`src/rtl/alu_bist.sv`:
```
// alu_bist: LFSR-driven ALU self-test with MISR signature compression
//   clk, reset_n             : clock, async active-low reset
//   start, golden            : run request, expected final signature
//   alu_A, alu_B, alu_cntrl  : operands and op driven to the ALU
//   alu_result, alu_*flags   : ALU response compressed into the MISR
//   busy, done, pass         : run status, pass valid while done
//   signature                : current MISR value
module alu_bist #(
    parameter int          N_VECTORS     = 100,
    parameter int          SETTLE_CYCLES = 1,
    parameter logic [63:0] SEED          = 64'h0000_0000_0000_0001
) (
    input  logic        clk,
    input  logic        reset_n,
    input  logic        start,
    input  logic [63:0] golden,
    output logic [63:0] alu_A,
    output logic [63:0] alu_B,
    output logic [2:0]  alu_cntrl,
    input  logic [63:0] alu_result,
    input  logic        alu_negative,
    input  logic        alu_zero,
    input  logic        alu_overflow,
    input  logic        alu_carry_out,
    output logic        busy,
    output logic        done,
    output logic        pass,
    output logic [63:0] signature
);
    typedef enum logic [2:0] {IDLE, LOAD, WAIT, CAPTURE, DONE} state_t;

    function automatic logic [63:0] step(input logic [63:0] x);
        return {x[62:0], 1'b0} ^ (x[63] ? 64'h1B : 64'h0);
    endfunction

    state_t      state_q, state_d;
    logic [63:0] lfsr_q, lfsr_d, sig_q, sig_d, a_q, a_d, b_q, b_d;
    logic [31:0] vcnt_q, vcnt_d, wcnt_q, wcnt_d;
    logic [2:0]  op_q, op_d, cntrl_q, cntrl_d;
    logic        busy_q, busy_d, done_q, done_d, pass_q, pass_d, arith;

    // overflow/carry only mean something for the op actually applied
    assign arith = (cntrl_q == 3'b010) || (cntrl_q == 3'b011);

    always_comb begin
        state_d = state_q;
        lfsr_d  = lfsr_q;
        sig_d   = sig_q;
        a_d     = a_q;
        b_d     = b_q;
        vcnt_d  = vcnt_q;
        wcnt_d  = wcnt_q;
        op_d    = op_q;
        cntrl_d = cntrl_q;
        done_d  = done_q;
        pass_d  = pass_q;
        case (state_q)
            IDLE, DONE: if (start) begin
                state_d = LOAD;
                lfsr_d  = SEED;
                sig_d   = '0;
                op_d    = 3'b000;
                vcnt_d  = '0;
                done_d  = 1'b0;
                pass_d  = 1'b0;
            end
            LOAD: begin
                a_d     = lfsr_q;
                b_d     = step(lfsr_q);
                lfsr_d  = step(step(lfsr_q));
                cntrl_d = op_q;
                wcnt_d  = '0;
                state_d = WAIT;
            end
            WAIT: begin
                state_d = (wcnt_q == 32'(SETTLE_CYCLES - 1)) ? CAPTURE : WAIT;
                wcnt_d  = wcnt_q + 32'd1;
            end
            CAPTURE: begin
                sig_d = step(sig_q) ^ alu_result ^ {60'b0, alu_negative, alu_zero,
                        alu_overflow & arith, alu_carry_out & arith};
                if (vcnt_q < 32'(N_VECTORS - 1)) begin
                    vcnt_d  = vcnt_q + 32'd1;
                    state_d = LOAD;
                end else if (op_q != 3'b110) begin
                    // op order skips the unused 001 encoding
                    vcnt_d  = '0;
                    op_d    = (op_q == 3'b000) ? 3'b010 : op_q + 3'd1;
                    state_d = LOAD;
                end else begin
                    state_d = DONE;
                    done_d  = 1'b1;
                    pass_d  = (sig_d == golden);
                end
            end
            default: state_d = IDLE;
        endcase
        busy_d = (state_d == LOAD) || (state_d == WAIT) || (state_d == CAPTURE);
    end

    always_ff @(posedge clk or negedge reset_n) begin
        if (!reset_n) begin
            state_q <= IDLE;
            lfsr_q  <= SEED;
            sig_q   <= '0;
            a_q     <= '0;
            b_q     <= '0;
            vcnt_q  <= '0;
            wcnt_q  <= '0;
            op_q    <= 3'b000;
            cntrl_q <= 3'b000;
            busy_q  <= 1'b0;
            done_q  <= 1'b0;
            pass_q  <= 1'b0;
        end else begin
            state_q <= state_d;
            lfsr_q  <= lfsr_d;
            sig_q   <= sig_d;
            a_q     <= a_d;
            b_q     <= b_d;
            vcnt_q  <= vcnt_d;
            wcnt_q  <= wcnt_d;
            op_q    <= op_d;
            cntrl_q <= cntrl_d;
            busy_q  <= busy_d;
            done_q  <= done_d;
            pass_q  <= pass_d;
        end
    end

    assign alu_A     = a_q;
    assign alu_B     = b_q;
    assign alu_cntrl = cntrl_q;
    assign busy      = busy_q;
    assign done      = done_q;
    assign pass      = pass_q;
    assign signature = sig_q;
endmodule

```
`config.mk`:
```
export PLATFORM = sky130hd
export DESIGN_NAME = alu_bist
export DESIGN_NICKNAME = d
export VERILOG_FILES = /design/src/rtl/alu_bist.sv
export SDC_FILE = /design/constraint.sdc
export NUM_CORES = 1
export LEC_CHECK = 0
export CORE_ASPECT_RATIO = 0.5
export CORE_MARGIN = 3
export CORE_UTILIZATION = 54
export CTS_BUF_LIST = sky130_fd_sc_hd__clkbuf_2
export DETAILED_ROUTE_END_ITERATION = 8
export PLACE_DENSITY = 0.88
export RECOVER_POWER = 25
export SETUP_SLACK_MARGIN = 0.05
export SLEW_MARGIN = 40
export SYNTH_ARGS = -nofsm -noshare
export SYNTH_HDL_FRONTEND = slang
export SYNTH_SLANG_ARGS = --single-unit
```
`constraint.sdc`:
```
create_clock -name clk -period 3.6 [get_ports clk]
set_input_delay 0.54 -clock clk [delete_from_list [all_inputs] [get_ports clk]]
set_output_delay 0.54 -clock clk [all_outputs]
set_load 0.1 [all_outputs]
```
==> metrics.txt <==
# TYPE chip_impl_metric gauge
chip_impl_metric{name="met1_usage",unit="%"} 36.6
chip_impl_metric{name="reg2reg_setup_slack",unit="ns"} 1.0
chip_impl_metric{name="achievable-frequency",unit="MHz"} 384
chip_impl_metric{name="reg2reg_depth",unit=""} 7
chip_impl_info{name="tritoncts",value="built"} 1
chip_impl_metric{name="post_route_cells_drive_above_1_share",unit="%"} 20.2
chip_impl_metric{name="slew_headroom",unit="%"} -2.19
chip_impl_metric{name="final.fill_count",unit=""} 1718
chip_impl_metric{name="maximum_fanout_count_along_the_critical_path",unit=""} 24
chip_impl_metric{name="async_reset_ff_share",unit="%"} 100
chip_impl_metric{name="yosysWarnings",unit=""} 0
chip_impl_metric{name="ioPinCount",unit=""} 333
chip_impl_metric{name="grt_max_degree",unit=""} 106
chip_impl_info{name="ys_top_cells_by_area",value="dfrtp_1, nand2_1, xnor2_1, xor2_1, buf_4"} 1
chip_impl_metric{name="worstPathArrival",unit="ns"} 3.30
chip_impl_metric{name="fin_tns_setup",unit="ns"} 0
chip_impl_metric{name="drv.max_cap_violation_count",unit=""} 1
chip_impl_metric{name="mappedNetlistNets",unit=""} 1367
chip_impl_metric{name="tritoncts.num_buffers",unit=""} 59
chip_impl_metric{name="postLayoutCellArea",unit="sq um"} 15000
chip_impl_info{name="post-synth-top-area-cell",value="dfrtp_1"} 1
chip_impl_metric{name="timing.clock.skew",unit="ns"} 0.0498
chip_impl_metric{name="wl",unit="um"} 33800
chip_impl_metric{name="worstMarginPinSlew",unit="ns"} 1.53
chip_impl_metric{name="clock_sinks",unit=""} 271
chip_impl_metric{name="post_synth_instance_area",unit="sq um"} 12200
chip_impl_metric{name="gr-usage-met3",unit="%"} 5.65
chip_impl_metric{name="vdd.ir_drop.worst",unit="mV"} 0.911
chip_impl_metric{name="cts_hold_buf",unit=""} 1
chip_impl_metric{name="grt_pass1_vias",unit=""} 9757
chip_impl_metric{name="synth.avg_cell_area",unit="sq um"} 9.93
chip_impl_info{name="min-delay-path-class",value="primary input to async pin"} 1
chip_impl_metric{name="fin_cells",unit=""} 1867
chip_impl_metric{name="netlist.area_leader.share",unit="%"} 55.5
chip_impl_metric{name="grt_usage",unit="%"} 27.3
chip_impl_metric{name="floorplan.die_area",unit="sq um"} 24500
chip_impl_metric{name="numPlacedInstances",unit=""} 1757
chip_impl_metric{name="slew_viol_final",unit=""} 66
chip_impl_info{name="start_kind",value="flip-flop"} 1
chip_impl_metric{name="floorplan.initialDensity",unit="%"} 55.6
chip_impl_metric{name="dp_hpwl",unit="um"} 24400
chip_impl_info{name="grt_setup_unrepaired",value="no"} 1
chip_impl_metric{name="wire_length_of_the_first_global_routing_pass",unit="um"} 53100
chip_impl_metric{name="drcViolationCount",unit=""} 0
chip_impl_metric{name="crit_required",unit="ns"} 4.30
chip_impl_metric{name="cts_repair_resize_count",unit=""} 0
chip_impl_info{name="synth_top_flop_cell",value="dfrtp_1"} 1
chip_impl_metric{name="total_leakage_power",unit="nW"} 7.78
chip_impl_metric{name="die_height",unit="um"} 112
chip_impl_info{name="outcome",value="finished with violations"} 1
chip_impl_metric{name="crit_path_largest_cell_delay",unit="ns"} 0.57
chip_impl_metric{name="insertion_delay",unit="ns"} 0.88
chip_impl_metric{name="route.detailed.vias_per_inst",unit=""} 5.30
chip_impl_metric{name="core.rowCount",unit=""} 38
chip_impl_info{name="critical_path.endpoint_type",value="flip-flop"} 1
chip_impl_info{name="ys_top_cells_by_count",value="nand2_1, dfrtp_1, o21ai_0"} 1
chip_impl_metric{name="gpl.final_weighted_congestion",unit=""} 1.05
chip_impl_info{name="yosysMostFrequentCell",value="nand2_1"} 1
chip_impl_metric{name="grt_util_met2",unit="%"} 44.1
chip_impl_metric{name="die_width",unit="um"} 218
chip_impl_metric{name="placed_area",unit="sq um"} 14400
chip_impl_metric{name="setup_violations",unit=""} 0
chip_impl_metric{name="synth_enable_flop_cells",unit=""} 0
chip_impl_metric{name="post-route-min-period",unit="ns"} 2.60
chip_impl_metric{name="area.growth.synth_to_final",unit="%"} 22.8
chip_impl_metric{name="final_util",unit="%"} 68.2
chip_impl_metric{name="worst_setup_hold_path_clk_slew",unit="ns"} 0.12
chip_impl_info{name="timing_worst_setup_path_type",value="flip-flop to flip-flop"} 1
chip_impl_metric{name="drt-pass1-iter-count",unit=""} 8
chip_impl_info{name="crit_path_top_delay_cell",value="nor3_1"} 1
chip_impl_metric{name="detailedRoute.firstIterationViolations",unit=""} 798
chip_impl_metric{name="final_hold_viol_count",unit=""} 0
chip_impl_metric{name="seq_cells_post_synth",unit=""} 271
chip_impl_info{name="r2r_start",value="vcnt_q[0]"} 1
chip_impl_metric{name="synth.distinct_cells",unit=""} 44
chip_impl_metric{name="maximum_buffer_depth_of_the_clock_tree",unit=""} 3
chip_impl_info{name="violations_in_the_final_reports",value="max-capacitance violations, max-slew violations"} 1
chip_impl_metric{name="wire_per_inst",unit="um"} 18.1
chip_impl_metric{name="core_area",unit="sq um"} 21900
chip_impl_info{name="clockRootBuffer",value="clkbuf_2"} 1
chip_impl_info{name="cell_by_cell_listing_of_the_critical_path",value="ha_1, nor4_1, o211ai_1, nor3_1, o31a_2, or4_1, o21ai_0"} 1
chip_impl_metric{name="grt-ovfl-total",unit=""} 0
chip_impl_metric{name="postCtsSetupBuffers",unit=""} 0
chip_impl_info{name="regToRegEndpoint",value="op_q[0]"} 1
chip_impl_metric{name="ant_nets",unit=""} 0
chip_impl_metric{name="synth_sequential_area_ratio",unit="%"} 55.7
chip_impl_metric{name="htreeDepth",unit=""} 2
chip_impl_metric{name="post_synth_inst_count",unit=""} 1226
chip_impl_metric{name="power_density",unit="nW/um^2"} 712
chip_impl_metric{name="nNetsFinal",unit=""} 1661
chip_impl_info{name="grt-busiest-layer",value="met2"} 1
chip_impl_metric{name="port_buffers",unit=""} 332
chip_impl_metric{name="grt_antenna_before_repair",unit=""} 5
chip_impl_metric{name="detailroute.via_count",unit=""} 9890
chip_impl_metric{name="post-route-period-util",unit="%"} 72.3
-- cell usage in the layout (no fill, tap or decap), types with 4 or more instances in the layout --
master           synthesis  routed
and4_1                   7       7
inv_1                    9       9
buf_2                    4     196
buf_4                   62       7
clkdlybuf4s50_1          0     133
diode_2                  0       5
a21oi_1                  8       8
xnor2_1                 84      84
ha_1                     6       6
nand3_1                 20      19
nor2_1                  13      11
o31ai_1                  9       8
and2_1                  28      28
nor4_1                  15      15
clkbuf_2                 2      89
mux2i_1                 18      18
or4_1                    4       4
nand2_1                392     391
o21ai_0                 88      88
nand4_1                 19      19
xor2_1                  57      57
dfrtp_1                270     270
a22o_1                  23      23
o211ai_1                 7       7
and3_1                   4       4
or3_1                    4       4
clkinv_1                 0      12
-- worst max path at each step --
stage                   from   endpoint  slack [ns]
6_report           vcnt_q[0]    op_q[0]         1.0
5_1_grt            vcnt_q[0]    op_q[0]        0.73
4_1_cts            vcnt_q[0]    op_q[0]        1.01
3_5_place_dp           start  lfsr_q[3]        1.05
3_3_place_gp           start  lfsr_q[3]        1.11
2_1_floorplan  signature[63]       pass        1.03
-- area by class of cell --
type                       instances  area [sq um]  share of cell area, %
sequential                       271          6780                   45.3
multi-input combinational        835          4750                   31.8
timing repair buffer             344          2470                   16.5
clock buffer                      88           440                   2.94
tap                              300           375                   2.51
clock inverter                    15          92.6                  0.619
inverter                           9          33.8                  0.226
antenna                            5          12.5                 0.0836
-- stage by stage --
stage | hold slack (ns) | setup WS, ns | power, mW
floorplan | 0.244 | 1.03 | 7.59
global placement | 0.457 | 1.11 | 9.06
detailed placement | 0.463 | 1.05 | 8.75
CTS | 0.264 | 1.01 | 10.7
global route | 0.0876 | 0.731 | 11.1
finish | 0.165 | 0.996 | 10.7
-- worst max-delay path, delay by kind of cell (launching register included) --
family | cells | cell delay (ns)
DFF | 1 | 0.43
and+or+nand+nor | 3 | 1.06
adders and majority gates | 1 | 0.25
AOI/OAI and AO/OA | 3 | 0.72
-- registers in the layout, indices dropped and copies added (netlist names), 4 cells and up --
signal	cells
lfsr_q	64
wcnt_q	32
alu_A	63
alu_B	4
signature	64
vcnt_q	32
-- power by group --
part           leakage, nW  switching [mW]  internal [mW]
sequential            3.50           0.442           3.41
combinational         3.87            3.85           1.01
clock                0.407            1.21          0.726
total                 7.78            5.51           5.15
-- layer usage --
| layer | vias up | wire length, um | share of wire, % |
|---|---|---|---|
| met5 | - | 0 | 0 |
| met4 | 0 | 1080 | 3.2 |
| met3 | 75 | 2210 | 6.5 |
| met2 | 343 | 16100 | 48 |
| met1 | 4858 | 14400 | 43 |
| li1 | 4614 | - | - |
-- kinds of logic (layout without fill, tap and decap cells) --
group                    count (synthesis)  in the layout  synth area share, %
other                                    0              5                    0
AND/OR/NAND/NOR                        526            526                 19.0
XOR/XNOR                               142            142                 10.3
multiplexers                            18             18                 1.48
buffers and inverters                  120            456                 5.67
AO/OA/AOI/OAI                          143            143                 7.19
flip-flops                             271            271                 55.7
adder cells (fa/ha/maj)                  6              6                0.616
Note: power is estimated with default switching activity, not from simulation.
==> variant 1 (same flow settings) <==
Make the reset (`reset_n`) synchronous in one clocked block. Comments in the files are not updated.
--- a/src/rtl/alu_bist.sv
+++ b/src/rtl/alu_bist.sv
@@ -100,3 +100,3 @@
 
-    always_ff @(posedge clk or negedge reset_n) begin
+    always_ff @(posedge clk) begin
         if (!reset_n) begin
Function: differs if reset_n is asserted again (counterexample within 4 cycles, from zero or initial values and one cycle with reset_n low); with reset_n held inactive, the same outputs for 4 cycles.
==> variant 1 against the unedited design <==
The flow still finishes with violations (capacitance limit, slew limit); core utilization shrank 0.46 points; final area increased by 0.18%; area after synthesis grew 1.8%; clock skew decreased by 5.8 ps; routed wire length is 0.49% higher; sequential cell count unchanged; worst setup slack got worse by 280 ps; critical path type unchanged.
Power is not compared: it rests on default switching activity, and its combinational part moved more than twofold at a synthesized area within 25%.
==> variant 1: results (changes against the unedited design) <==
status=complete, but fails checks; failing checks=capacitance limit, slew limit; # Post-CTS Setup Buffers=0 (unchanged); multiplexer area fraction after synthesis=0.969% (-0.51 points); Rel. slew slack=-75.0% (-73 points); sequential cell area fraction in the yosys report=43.8% (-12 points); largest family of logic cells by synthesized area=simple AND/OR/NAND/NOR gates; yosys warns=0 (unchanged); Synth Area in Compound Gates=15.5% (+8.3 points); unique cell type count in the Yosys netlist=56 (+27%); drt first pass iters=6 (-2); number of global-route vias before repair=9826 (+0.71%); Sink Count=271 (unchanged); top-count cell post-synth=dfxtp_1; Synth area leaders=dfxtp_1 (44%), a21boi_0 (8.3%), nand2_1 (7.3%), xor2_1 (6.0%), xnor3_1 (4.5%); HP Class=in2reg; reg-to-reg endpoint=lfsr_q[8]; leading post-synthesis cells by instance count=dfxtp_1 (271), nand2_1 (241), a21boi_0 (137), xor2_1 (85), nor2b_1 (74); initial DRC count=734 (-8.0%); share of layout cells above drive strength 1=18.7% (-1.5 points); clk_skew=44.0 ps (-5.79 ps); Synth Area in XOR/XNOR=12.6% (+2.3 points); Clock Power Share=30.2%; number of port buffers=332 (unchanged); EDFF count, synth=0 (unchanged); GP Congestion=0.991 (-5.8%); DP HPWL=24600 um (+0.84%); initial antenna violation count=2 (-3); max-slew violations=79 (+20%); filler instances=1818 (+5.8%); CTS max path bufs=3 (unchanged); Num CTS Buffers=58 (-1.7%); Worst path slowest cell=nor2_1; number of max-cap violations=1 (unchanged); VDD IR max=0.308 mV; # nets final=1741 (+4.8%); Hold Path Cell Cnt=2; worst-path fanout max=23 (-4.2%); RR Startpoint=state_q[0]; clock latency on the worst-skew pair=870 ps; crit-path leading delay family=simple AND/OR/NAND/NOR gates; asr flop ratio synth=0% (-100 points); Vias/cell=5.35 (+0.95%); critical path arrival=3680 ps (+380 ps); WS Path Type=reg2reg; largest net degree at the start of global routing=108 (+1.9%); Synth Area in Adders=0.606% (-0.011 points); Pleak=6.38 nW; Power Clock=1.90 mW; drt wl/cell=17.5 um (-3.5%); Net Count, Synth=1476 (+8.0%); placed instance area=14500 um^2 (+0.70%); FF-to-FF path depth=6 (-1); slowest stage delay, CP=880 ps (+310 ps); R2R setup slack=720 ps (-280 ps); GRT Total Usage=26.0% (-1.3 points); CTS root buf=clkbuf_2; first-pass GRT wire length=52400 um (-1.3%)
## variant 1: cell types whose count changed after synthesis, moves of 24 or more
cell      unedited run  this run
nor2b_1              2        74
dfxtp_1              0       271
xor2_1              57        85
o21ai_0             88        16
xnor3_1              1        25
dfrtp_1            270         0
nand2_1            392       241
a21boi_0             0       137
a22oi_1              0        63
xnor2_1             84        29
## variant 1: worst max-delay path by stage
stage,to,cells past startpoint
CTS,vcnt_q[6],7
global route,alu_A[40],5
finish,lfsr_q[8],6
global placement,pass,7
floorplan,pass,6
detailed placement,pass,7
## variant 1: layout make-up
cell class,count,area [um^2],area share (%)
clock inverter,18,108,0.718
antenna,2,5.00,0.0334
tap,300,375,2.50
clock buffer,84,420,2.81
sequential,271,5430,36.2
timing repair buffer,343,2440,16.3
inverter,8,30.0,0.200
multi-input combinational,918,6180,41.2
## variant 1: through the flow
step | hold WS, ps | std cells | util (%) | setup slack [ps]
2_1_floorplan | 420 | 1335 | - | 1070
3_3_place_gp | 432 | 1837 | 69.7 | 800
3_5_place_dp | 438 | 1840 | 65.6 | 764
4_1_cts | 135 | 1942 | 67.9 | 791
5_1_grt | 146 | 1943 | 67.8 | 348
6_report | 221 | 1944 | 67.8 | 716
## variant 1: cells by family (layout without fill, tap and decap cells)
| family | count (synthesis) | after routing |
|---|---|---|
| AO/OA/AOI/OAI | 261 | 261 |
| AND/OR/NAND/NOR | 500 | 500 |
| multiplexers | 12 | 12 |
| flip-flops | 271 | 271 |
| buffers and inverters | 146 | 453 |
| XOR/XNOR | 139 | 139 |
| adder cells (fa/ha/maj) | 6 | 6 |
| other | 0 | 2 |
## variant 1: layer usage
metal	GRT usage [%]	up-vias	wire (um)
li1	-	5046	-
met1	34.0	4962	14600
met2	43.4	328	16000
met3	5.42	58	2460
met4	8.05	2	825
met5	0	-	8
==> variant 2 (same settings) <==
Without the edit above. Set the parameter `N_VECTORS` to 50 (it was 100).
--- a/src/rtl/alu_bist.sv
+++ b/src/rtl/alu_bist.sv
@@ -8,3 +8,3 @@
 module alu_bist #(
-    parameter int          N_VECTORS     = 100,
+    parameter int          N_VECTORS     = 50,
     parameter int          SETTLE_CYCLES = 1,
Formal check against the unedited RTL: same outputs for any inputs over 4 cycles, from zero or initial values and one cycle with reset_n low; that may be too few to reach the edited logic, so the function may still have changed.
==> variant 2 against the unedited design <==
Sequential power rose by 6.2%; the flow still finishes with violations (capacitance limit, slew limit); routed wire length is 5.4% higher; die area increased by 0.72%; critical path depth down 3; area after synthesis rose by 0.75%; synthesized cell count is 1.8% higher; global-route usage rose by 1.5 points; register-to-register slack improved by 180 ps; largest power group unchanged; critical path type is now in2async; core utilization rose by 0.33 points; final area rose by 0.69%; worst setup slack lost 110 ps; sequential cell count did not move; total power rose by 19%; highest routed layer is now met5.
==> variant 2: results (changes against the unedited design) <==
status=complete, but fails checks; failing checks=capacitance limit, slew limit; # Post-CTS Setup Buffers=0 (unchanged); Crit. Startpoint=reset_n; VDD IR max=0.917 mV (+0.69%); GP Congestion=0.966 (-8.2%); Setup WS pre-CTS=849 ps (-200 ps); Pleak=8.01 nW (+3.0%); Net Count, Synth=1390 (+1.7%); GRT Total Usage=28.8% (+1.5 points); Worst path slowest cell=clkbuf_1; leading post-synthesis cells by instance count=nand2_1 (393), dfrtp_1 (270), o21ai_0 (88), xnor2_1 (80), xor2_1 (62); initial DRC count=963 (+21%); grt met1 use=40.4% (+3.8 points); total congestion overflow=0 (unchanged); HP Class=in2reg; asr flop ratio synth=100% (unchanged); initial antenna violation count=6 (+1); Worst-path clk slew=100 ps (-20 ps); Synth area leaders=dfrtp_1 (55%), nand2_1 (12%), xnor2_1 (5.7%), xor2_1 (4.4%), buf_4 (3.7%); clk_skew=93.1 ps (+43.3 ps); DP HPWL=26100 um (+7.1%); Rel. slew slack=-3.13% (-0.93 points); max-slew violations=27 (-59%); largest net degree at the start of global routing=101 (-4.7%); Post-Route WL=35600 um (+5.4%); grt met2 use=45.5% (+1.4 points); number of max-cap violations=1 (unchanged); first-pass GRT wire length=55600 um (+4.8%); slowest stage delay, CP=1130 ps (+560 ps); CTS H-tree depth=2 (unchanged); drt first pass iters=8 (unchanged); # nets final=1686 (+1.5%); met3 usage=7.06% (+1.4 points); final setup vio count=0 (unchanged); critical path arrival=3520 ps (+220 ps); sequential cell area fraction in the yosys report=55.3% (-0.41 points); share of layout cells above drive strength 1=20.5% (+0.30 points); number of port buffers=332 (unchanged); unique cell type count in the Yosys netlist=46 (+4.5%); yosys warns=0 (unchanged); CTS max path bufs=3 (unchanged); crit-path leading delay family=buffers and inverters; worst-path fanout max=74 (+210%); Num CTS Buffers=59 (unchanged); Vias=10076 (+1.9%); RR Startpoint=state_q[0]; Hold Startpoint=start; clock latency on the worst-skew pair=870 ps
-- variant 2: cell count changes after synthesis, moves of 4 or more --
cell,unedited run,this run
and2_1,28,20
and4_1,7,3
buf_2,4,8
clkbuf_1,43,39
mux2i_1,18,12
nand3_1,20,33
nand4_1,19,25
nor2_1,13,21
nor3_1,3,7
nor4_1,15,20
o21ai_1,0,5
or4_1,4,0
xnor2_1,84,80
xor2_1,57,62
-- variant 2: power by group --
group	leakage (nW)	internal, mW	total, mW	switching, mW
Sequential	3.70	3.55	4.09	0.548
Clock	0.427	0.768	1.96	1.20
Combinational	3.89	1.25	6.60	5.35
Total	8.01	5.56	12.7	7.10
-- variant 2: worst register-to-register path: cells and delay by family, from the launching register on --
kind,cells,cell delay (ps)
AOI/OAI and AO/OA,2,370
DFF,1,530
and+or+nand+nor,4,1450
-- variant 2: timing repair --
action	4_1_cts	5_1_grt
endpoints found under the setup margin	0	0
hold buffers	1	0
endpoints found under the hold margin	96	0
-- variant 2: path summary, 6_finish.rpt --
check / to / cells past startpoint / slack [ps]
worst max-delay path: alu_cntrl[1] / 4 / 890
worst min register to register: alu_A[16] / 2 / 450
max in group clk: signature[63] / 1 / 1160
min in group asynchronous: signature[56] / 2 / 610
worst max register to register: vcnt_q[3] / 6 / 1180
worst min-delay path: state_q[2] / 2 / 410
-- variant 2: area by class of cell --
| type | instances | area, um^2 |
|---|---|---|
| fill | 1743 | 6900 |
| sequential | 271 | 6780 |
| multi-input combinational | 855 | 4820 |
| timing repair buffer | 345 | 2480 |
| clock buffer | 96 | 480 |
| tap | 300 | 375 |
| clock inverter | 9 | 68.8 |
| inverter | 12 | 45.0 |
| antenna | 3 | 7.51 |
-- variant 2: per-layer routing --
layer	share of wire (%)	vias up
met2	47	389
met1	43	4928
met5	0.15	-
met3	7.6	64
met4	2.1	6
li1	-	4689
-- variant 2: cells by family (layout without fill, tap and decap cells) --
kind of cell,Yosys count,count (layout),share of synthesized area [%]
buffers and inverters,122,462,5.75
other,0,3,0
adders and majority gates,7,7,0.714
AOI/OAI and AO/OA,144,144,7.25
xor gates and xnor gates,142,142,10.1
and+or+nand+nor,550,550,19.9
muxes,12,12,0.979
DFF,271,271,55.3
-- variant 2: stage by stage --
step           total power [mW]  std cells  instance area, um^2
5_1_grt                    13.3       1891                15100
6_report                   12.7       1891                15100
3_3_place_gp               11.1       1781                15500
2_1_floorplan              9.26       1248                12300
4_1_cts                    12.7       1887                15100
3_5_place_dp               10.7       1781                14500
